File: src/rtl/regfile_wb_ctrl.sv
// -----------------------------------------------------------------------------
// regfile_wb_ctrl
//
// Purpose:
//   Owns the single write port of the general register file. Single-cycle
//   pipeline results always win the port. Multiply/divide results arrive out of
//   order, wait in a small FIFO and drain whenever the pipeline leaves the port
//   idle. A scoreboard of destination registers with outstanding
//   multiply/divide writes drives a combinational hazard stall back to decode.
//
// Ports:
//   clk, reset          single clock; asynchronous active-high reset
//   pipe_wen/rd/wdata   pipeline writeback; always accepted
//   md_valid/rd/wdata   multiply/divide result; accepted when md_ready
//   md_ready            result FIFO not full
//   issue_md, issue_rd  decode issued a multiply/divide op to issue_rd
//   rs1, rs2, id_rd     register addresses of the instruction in decode
//   hazard_stall        decode must hold (RAW/WAW against pending md writes)
//   wen/regWAddr/regWData  registered register-file write port
// -----------------------------------------------------------------------------
module regfile_wb_ctrl #(
    parameter int MD_DEPTH = 2
) (
    input  logic        clk,
    input  logic        reset,

    input  logic        pipe_wen,
    input  logic [4:0]  pipe_rd,
    input  logic [31:0] pipe_wdata,

    input  logic        md_valid,
    output logic        md_ready,
    input  logic [4:0]  md_rd,
    input  logic [31:0] md_wdata,

    input  logic        issue_md,
    input  logic [4:0]  issue_rd,

    input  logic [4:0]  rs1,
    input  logic [4:0]  rs2,
    input  logic [4:0]  id_rd,
    output logic        hazard_stall,

    output logic        wen,
    output logic [4:0]  regWAddr,
    output logic [31:0] regWData
);

    localparam int PTR_W = (MD_DEPTH > 1) ? $clog2(MD_DEPTH) : 1;
    localparam int CNT_W = PTR_W + 1;
    localparam logic [CNT_W-1:0] FULL_CNT = CNT_W'(MD_DEPTH);

    // -------------------------------------------------------------------------
    // Multiply/divide result FIFO
    // -------------------------------------------------------------------------
    logic [4:0]       fifo_rd_mem   [MD_DEPTH];
    logic [31:0]      fifo_data_mem [MD_DEPTH];

    logic [PTR_W-1:0] wr_ptr_q, wr_ptr_d;
    logic [PTR_W-1:0] rd_ptr_q, rd_ptr_d;
    logic [CNT_W-1:0] count_q,  count_d;

    logic             push;
    logic             pop;
    logic             fifo_empty;
    logic [4:0]       head_rd;
    logic [31:0]      head_data;

    assign fifo_empty = (count_q == '0);
    assign md_ready   = (count_q != FULL_CNT);
    assign push       = md_valid & md_ready;
    // The pipeline owns the port whenever it writes; the FIFO only drains
    // into idle cycles. No bypass: an entry pushed this edge is not visible
    // at the head until the next cycle.
    assign pop        = ~pipe_wen & ~fifo_empty;

    // The head must be readable in the same cycle it is popped so the output
    // register can load it at the pop edge; the FIFO is tiny, so a
    // combinational read of the array is used here.
    assign head_rd    = fifo_rd_mem[rd_ptr_q];
    assign head_data  = fifo_data_mem[rd_ptr_q];

    always_comb begin
        wr_ptr_d = wr_ptr_q;
        rd_ptr_d = rd_ptr_q;
        count_d  = count_q;
        if (push) begin
            wr_ptr_d = wr_ptr_q + PTR_W'(1);
        end
        if (pop) begin
            rd_ptr_d = rd_ptr_q + PTR_W'(1);
        end
        // Simultaneous push and pop leaves the occupancy unchanged.
        case ({push, pop})
            2'b10:   count_d = count_q + CNT_W'(1);
            2'b01:   count_d = count_q - CNT_W'(1);
            default: count_d = count_q;
        endcase
    end

    // Storage carries no reset: stale contents are unreachable once the
    // pointers and count are cleared.
    always_ff @(posedge clk) begin
        if (push) begin
            fifo_rd_mem[wr_ptr_q]   <= md_rd;
            fifo_data_mem[wr_ptr_q] <= md_wdata;
        end
    end

    // -------------------------------------------------------------------------
    // Pending-write scoreboard
    // -------------------------------------------------------------------------
    logic [31:0] pending_q, pending_d;

    // x0 is never pending: writes to it are discarded.
    assign pending_d[0] = 1'b0;

    generate
        for (genvar gi = 1; gi < 32; gi++) begin : g_pending
            logic set_bit;
            logic clr_bit;
            assign set_bit = issue_md & (issue_rd == 5'(gi));
            assign clr_bit = pop & (head_rd == 5'(gi));
            // A new issue to the register being retired this cycle keeps the
            // bit set, so the set term is ORed after the clear.
            assign pending_d[gi] = set_bit | (pending_q[gi] & ~clr_bit);
        end
    endgenerate

    assign hazard_stall = pending_q[rs1] | pending_q[rs2] | pending_q[id_rd];

    // -------------------------------------------------------------------------
    // Output write-port register
    // -------------------------------------------------------------------------
    logic        wen_q,   wen_d;
    logic [4:0]  waddr_q, waddr_d;
    logic [31:0] wdata_q, wdata_d;

    always_comb begin
        wen_d   = 1'b0;
        waddr_d = waddr_q;
        wdata_d = wdata_q;
        if (pipe_wen) begin
            if (pipe_rd != 5'd0) begin
                wen_d   = 1'b1;
                waddr_d = pipe_rd;
                wdata_d = pipe_wdata;
            end
        end else if (pop) begin
            // An x0 entry is still consumed from the FIFO, but never written.
            if (head_rd != 5'd0) begin
                wen_d   = 1'b1;
                waddr_d = head_rd;
                wdata_d = head_data;
            end
        end
    end

    assign wen      = wen_q;
    assign regWAddr = waddr_q;
    assign regWData = wdata_q;

    // -------------------------------------------------------------------------
    // State registers
    // -------------------------------------------------------------------------
    always_ff @(posedge clk or posedge reset) begin
        if (reset) begin
            wr_ptr_q  <= '0;
            rd_ptr_q  <= '0;
            count_q   <= '0;
            pending_q <= '0;
            wen_q     <= 1'b0;
            waddr_q   <= '0;
            wdata_q   <= '0;
        end else begin
            wr_ptr_q  <= wr_ptr_d;
            rd_ptr_q  <= rd_ptr_d;
            count_q   <= count_d;
            pending_q <= pending_d;
            wen_q     <= wen_d;
            waddr_q   <= waddr_d;
            wdata_q   <= wdata_d;
        end
    end

endmodule
File: config.mk
export PLATFORM = sky130hd
export DESIGN_NAME = regfile_wb_ctrl
export DESIGN_NICKNAME = d
export VERILOG_FILES = /design/src/rtl/regfile_wb_ctrl.sv
export SDC_FILE = /design/constraint.sdc
export NUM_CORES = 1
export LEC_CHECK = 0
export BUFFER_PORTS_ARGS = -buffer_cell sky130_fd_sc_hd__buf_2
export CAP_MARGIN = 10
export CORE_MARGIN = 5
export CORE_UTILIZATION = 50
export CTS_BUF_LIST = sky130_fd_sc_hd__clkbuf_4
export CTS_CLUSTER_SIZE = 16
export DETAILED_ROUTE_END_ITERATION = 10
export GPL_ROUTABILITY_DRIVEN = 0
export PLACE_DENSITY = 0.83
export RECOVER_POWER = 50
export SYNTH_ARGS = -nofsm -noshare
export SYNTH_HDL_FRONTEND = slang
export SYNTH_SLANG_ARGS = --single-unit
File: constraint.sdc
create_clock -name clk -period 2.8 [get_ports clk]
set_clock_uncertainty 0.2 [all_clocks]
set_input_delay 0.56 -clock clk [delete_from_list [all_inputs] [get_ports clk]]
set_output_delay 0.56 -clock clk [all_outputs]
set_load 0.02 [all_outputs]
Yosys cells after proc, flatten, opt, wreduce, memory -nomap -nowiden
Memory sizes are Yosys's and may differ from the RTL's. Index checks and enable logic that the tools add are counted. Widths: inputs -> output; s select.

Flip-flop bits (word level): 73. Bits in writable memories: 74. Output and inout port bits: 40. Word-level logic and storage cells: 271. Memories: 2.

$add $sub $neg: 4. $lt $le $gt $ge: 3. Equality and inequality tests: 66. Muxes and demuxes: 21. Bitwise operators: 161. Reductions and logical operators: 7.

Memories: fifo_data_mem (words 2, bits a word 32, rd ports 1, clocked after Yosys merged registers in 0, write ports 1, line 57) `logic [31:0] fifo_data_mem [MD_DEPTH];`; fifo_rd_mem (words 2, bits a word 5, rd ports 1, clocked after Yosys merged registers in 0, write ports 1, line 56) `logic [4:0] fifo_rd_mem [MD_DEPTH];`.

Operators with widths (number): $eq 5x5->1 const B (32); $mux 32 (4); $and 1x1->1 (95); $eq 5x4->1 const B (16); $eq 5x3->1 const B (8); $not 1->1 (33); $or 1x1->1 (33); $eq 5x2->1 const B (4); $mux 5 (4); $lt 5x6->1 const B (3); $bmux 1 s5 (3); $eq 5x1->1 const B (2); $reduce_bool 5->1 (2); $mux 1 (9); $reduce_bool 2->1 (3); $pmux 2 s2 (1); $reduce_and 3->1 (1); $add 1x1->1 const B (2); $add 2x1->2 const B (1); $eq 2x1->1 const B (1); $eq 2x2->1 const B (1); $logic_not 2->1 (1); $ne 2x1->1 const B (1); $ne 2x2->1 const B (1); $sub 2x1->2 const B (1).

Depth between registers and ports, before layout
Depth in word-level cells: 7. Mapped depth: 8.

Least setup slack after synthesis
OpenSTA, ideal clock, no wires.

Path type: register to register. Start: register count_q[0]. End: memory fifo_data_mem[0][0] (enable). Library setup time: 0.431 ns. Data arrival time: 2.374 ns. Required time: 2.169 ns. Setup slack: -0.205 ns. Stages on the path, launching flop included: 4. Buffers on the path: 0. Period minus slack after synthesis: 3.005 ns. Cell sequence: dfrtp_1 -> nand2b_1 -> nand2_1 -> nor2_1.

Cells in the longest elaborated chain, start to end: 4.

Ends and longest elaborated chain: start: declaration (line 61) `logic [CNT_W-1:0] count_q, count_d;`; start signal: assignment (line 178) `count_q <= count_d;`; $ne 2x2->1 (line 70) `assign md_ready = (count_q != FULL_CNT);`; named net md_ready (line 32) `output logic md_ready,`; $and 1x1->1 (line 71) `assign push = md_valid & md_ready;`; $mux 1 (line 104) `if (push) begin`; $mux 1 (not written as such) (line 106) `fifo_data_mem[wr_ptr_q] <= md_wdata;`; end: declaration (line 57).

The timed path passes the listed nets, and every way through them passes these cells.

Worst setup path after layout
Start: register pending_q[14]. End: output port hazard_stall.

Cells in the longest elaborated chain, start to end: 4.

Ends and longest elaborated chain: start: declaration (line 113) `logic [31:0] pending_q, pending_d;`; start signal: assignment (line 179) `pending_q <= pending_d;`; $bmux 1 s5 (line 130) `assign hazard_stall = pending_q[rs1] | pending_q[rs2] | pending_q[id_rd];`; $mux 1 (not written as such) (line 130); $or 1x1->1 (line 130); $or 1x1->1 * (line 130); end: declaration (line 42) `output logic hazard_stall,`.

Mark *: on every way between the ends. The rest lies on a longest branch, timed or not. The select of a mux whose other input is x is not followed.

==> flow_metrics.env <==
export IMPL_synth_ff_type="sky130_fd_sc_hd__edfxtp_1"
export IMPL_place_detailed_instances=850
export IMPL_p_leak_uw=0.00346
export IMPL_die_area_um2=16200
export IMPL_cts_reportedPaths_clkPinSlew_ns=0.13
export IMPL_fp_row_count=42
export IMPL_syn_nets=654
export IMPL_globalRouteOverflowTotal=0
export IMPL_latest_clock_arrival_within_the_worst_skew_pair_ns=0.52
export IMPL_final_instance_count_excl_fill=932
export IMPL_routed_via_count=5361
export IMPL_grt_start_max_net_pins=76
export IMPL_port_buffers=138
export IMPL_netlist_top_cells_count="74 x sky130_fd_sc_hd__edfxtp_1, 73 x sky130_fd_sc_hd__dfrtp_1, 57 x sky130_fd_sc_hd__o21ai_0"
export IMPL_fill_cells=1016
export IMPL_dpl_hpwl_mm=12.1
export IMPL_worst_slack_ns=-0.140
export IMPL_post_cts_resized=0
export IMPL_cts_buffers_inserted=17
export IMPL_initial_utilization=0.515
export IMPL_path_category_of_the_worst_min_delay_check="input port to flip-flop"
export IMPL_synth_top_cells_by_area="sky130_fd_sc_hd__edfxtp_1 32%, sky130_fd_sc_hd__dfrtp_1 27%, sky130_fd_sc_hd__mux2i_1 7.6%"
export IMPL_preCtsSetupSlack_ns=0.0374
export IMPL_fmaxAchievable_mhz=340
export IMPL_worst_hold_slack_ns=0.103
export IMPL_syn_inst=554
export IMPL_synth_seq_area_share=0.589
export IMPL_area_delta_synth_final_pct=22.8
export IMPL_clock_sink_count=147
export IMPL_max_slew_vio_count=74
export IMPL_power_ir_vdd_worst_uv=591
export IMPL_detailed_place_area_um2=7710
export IMPL_worstPathMaxFanout=3
export IMPL_post_syn_area_per_cell_um2=12.4
export IMPL_first_global_vias=5435
export IMPL_yosys_area_top_type_share=0.323
export IMPL_crit_arrival_ns=2.18
export IMPL_async_flop_share=0.497
export IMPL_viasPerCell=5.75
export IMPL_number_of_primary_i_o_pins=139
export IMPL_layout_worst_path_cycle_share=1.05
export IMPL_slew_limit_headroom=-0.123
export IMPL_synth_area_leader_cell="sky130_fd_sc_hd__edfxtp_1"
export IMPL_failed_checks="max-capacitance violations, max-slew violations, negative setup slack"
export IMPL_synth_distinct_cells=46
export IMPL_detailedRoute_firstIterationViolations=521
export IMPL_coreArea_um2=13300
export IMPL_drive_gt1_frac=0.292
export IMPL_cp_required_ns=2.04
export IMPL_setup_viol=1
export IMPL_mappedNetlistArea_um2=6870
export IMPL_power_total_uw=7740
export IMPL_finalCriticalPeriod_ns=2.94
export IMPL_insertedDiodeCount=0
export IMPL_grt_pass1_wl_mm=27.9
export IMPL_number_of_enable_type_register_cells_in_the_synthesized_netlist=74
export IMPL_die_h_um=127
export IMPL_cts_htree_levels=4
export IMPL_tritoncts="yes"
export IMPL_cellPowerDensity_nw_per_um2=916
export IMPL_drt_pass1_iter_count=5
export IMPL_finalHoldViolCount=0
export IMPL_ys_ff_latch=147
export IMPL_drv_max_cap_violation_count=1
export IMPL_worst_slew_pin_slew_ns=1.68
export IMPL_critPathLaunchType="flip-flop"
export IMPL_routedWlPerCell_um=18.8
export IMPL_synth_warnings=0
export IMPL_status="finished with violations"
export IMPL_totalWireLength_mm=17.5
export IMPL_fin_nets=843
export IMPL_yosys_cell_count_top_type="sky130_fd_sc_hd__edfxtp_1"
export IMPL_grt_setup_unrepaired="yes"
export IMPL_route_antenna_remaining_nets=0
export IMPL_initial_antenna_violation_count=3
export IMPL_path_class="flip-flop to output port"
export IMPL_die_x_um=127
export IMPL_remaining_drc_errors=0
export IMPL_final_area_um2=8440
export IMPL_cts_root_buf="sky130_fd_sc_hd__clkbuf_4"
export IMPL_crit_path_end_kind="output port"
export IMPL_cts_path_max_buffers=2
export IMPL_globalRouteTotalUtil=0.220
## state kept, by name, indices dropped and copies added, names as in the netlist
register,flops
count_q,2
fifo_data_mem,64
fifo_rd_mem,10
pending_q,31
rd_ptr_q,1
regWAddr,5
regWData,32
wen,1
wr_ptr_q,1
## per-layer routing
layer / GRT usage / routed length [um] / vias to the layer above
met1: 0.271 / 6580 / 2554
met5: 0 / 41 / -
met4: 0.0744 / 323 / 6
li1: - / - / 2435
met3: 0.0810 / 1960 / 44
met2: 0.359 / 8570 / 322
## power by group
| group | switching [uW] | internal, uW |
|---|---|---|
| Clock | 756 | 643 |
| Sequential | 525 | 3010 |
| Combinational | 1590 | 1220 |
## through the flow
stage / utilization / setup TNS (ns)
6_report: 0.633 / -0.140
2_1_floorplan: - / 0
5_1_grt: 0.633 / -0.352
3_5_place_dp: 0.578 / 0
3_3_place_gp: 0.578 / 0
4_1_cts: 0.634 / -0.154
## logic make-up (layout without fill, tap and decap cells)
group | count (synthesis) | after routing | share of synthesized area
compound gates | 142 | 142 | 0.120
fa+ha+maj | 1 | 1 | 0.00182
xor+xnor | 5 | 5 | 0.00637
buf+inv | 32 | 234 | 0.0304
simple gates | 147 | 147 | 0.100
flops | 147 | 147 | 0.589
mux | 80 | 80 | 0.152
## worst max-delay path, cell delays in order (launching register included)
cell	delay, ns
sky130_fd_sc_hd__dfrtp_1	0.43
sky130_fd_sc_hd__buf_4	0.15
sky130_fd_sc_hd__mux4_2	0.46
sky130_fd_sc_hd__mux2i_1	0.16
sky130_fd_sc_hd__nand3b_1	0.10
sky130_fd_sc_hd__nand4_1	0.11
sky130_fd_sc_hd__nand3_1	0.07
sky130_fd_sc_hd__buf_2	0.17
## path summary, 6_finish.rpt
path | from | to | slack, ns | cells after the start
setup / recovery | pending_q[14] | hazard_stall | -0.14 | 7
hold / removal | pipe_wdata[1] | regWData[1] | 0.10 | 3
setup reg to reg | rd_ptr_q | regWData[13] | 0.55 | 6
hold reg to reg | regWData[10] | regWData[10] | 0.29 | 2
max in group asynchronous | reset | rd_ptr_q | 0.30 | 4
min in group asynchronous | reset | regWData[4] | 0.97 | 4
## final cells by class
| class | count | area (um2) | share of cell area |
|---|---|---|---|
| Tap cell | 176 | 220 | 0.0261 |
| Inverter | 4 | 15.0 | 0.00178 |
| Clock buffer | 18 | 135 | 0.0160 |
| Clock inverter | 14 | 178 | 0.0210 |
| Sequential cell | 147 | 4050 | 0.480 |
| Timing Repair Buffer | 198 | 1220 | 0.145 |
| Multi-Input combinational cell | 375 | 2620 | 0.311 |
## placed cells by master (no fill, tap or decap), types with 4 or more instances in the layout
cell,count
sky130_fd_sc_hd__a21oi_1,34
sky130_fd_sc_hd__buf_2,112
sky130_fd_sc_hd__buf_4,18
sky130_fd_sc_hd__clkbuf_1,28
sky130_fd_sc_hd__clkbuf_4,18
sky130_fd_sc_hd__clkinv_4,4
sky130_fd_sc_hd__dfrtp_1,72
sky130_fd_sc_hd__dlygate4sd3_1,38
sky130_fd_sc_hd__edfxtp_1,74
sky130_fd_sc_hd__mux2_2,9
sky130_fd_sc_hd__mux2i_1,52
sky130_fd_sc_hd__mux4_2,17
sky130_fd_sc_hd__nand2_1,56
sky130_fd_sc_hd__nand2b_1,9
sky130_fd_sc_hd__nand3_1,5
sky130_fd_sc_hd__nand3b_1,4
sky130_fd_sc_hd__nor2_1,47
sky130_fd_sc_hd__nor3_1,4
sky130_fd_sc_hd__o21ai_0,57
sky130_fd_sc_hd__o21ai_1,23
sky130_fd_sc_hd__o21ai_2,19
sky130_fd_sc_hd__xnor2_1,4
## what timing repair did
action,CTS,global route
endpoints found under the setup margin,1,1
setup buffers,12,0
pin swaps,2,0
hold endpoints to repair,138,6
hold buffers,35,3
No activity file was read; power rests on OpenSTA's default activity.
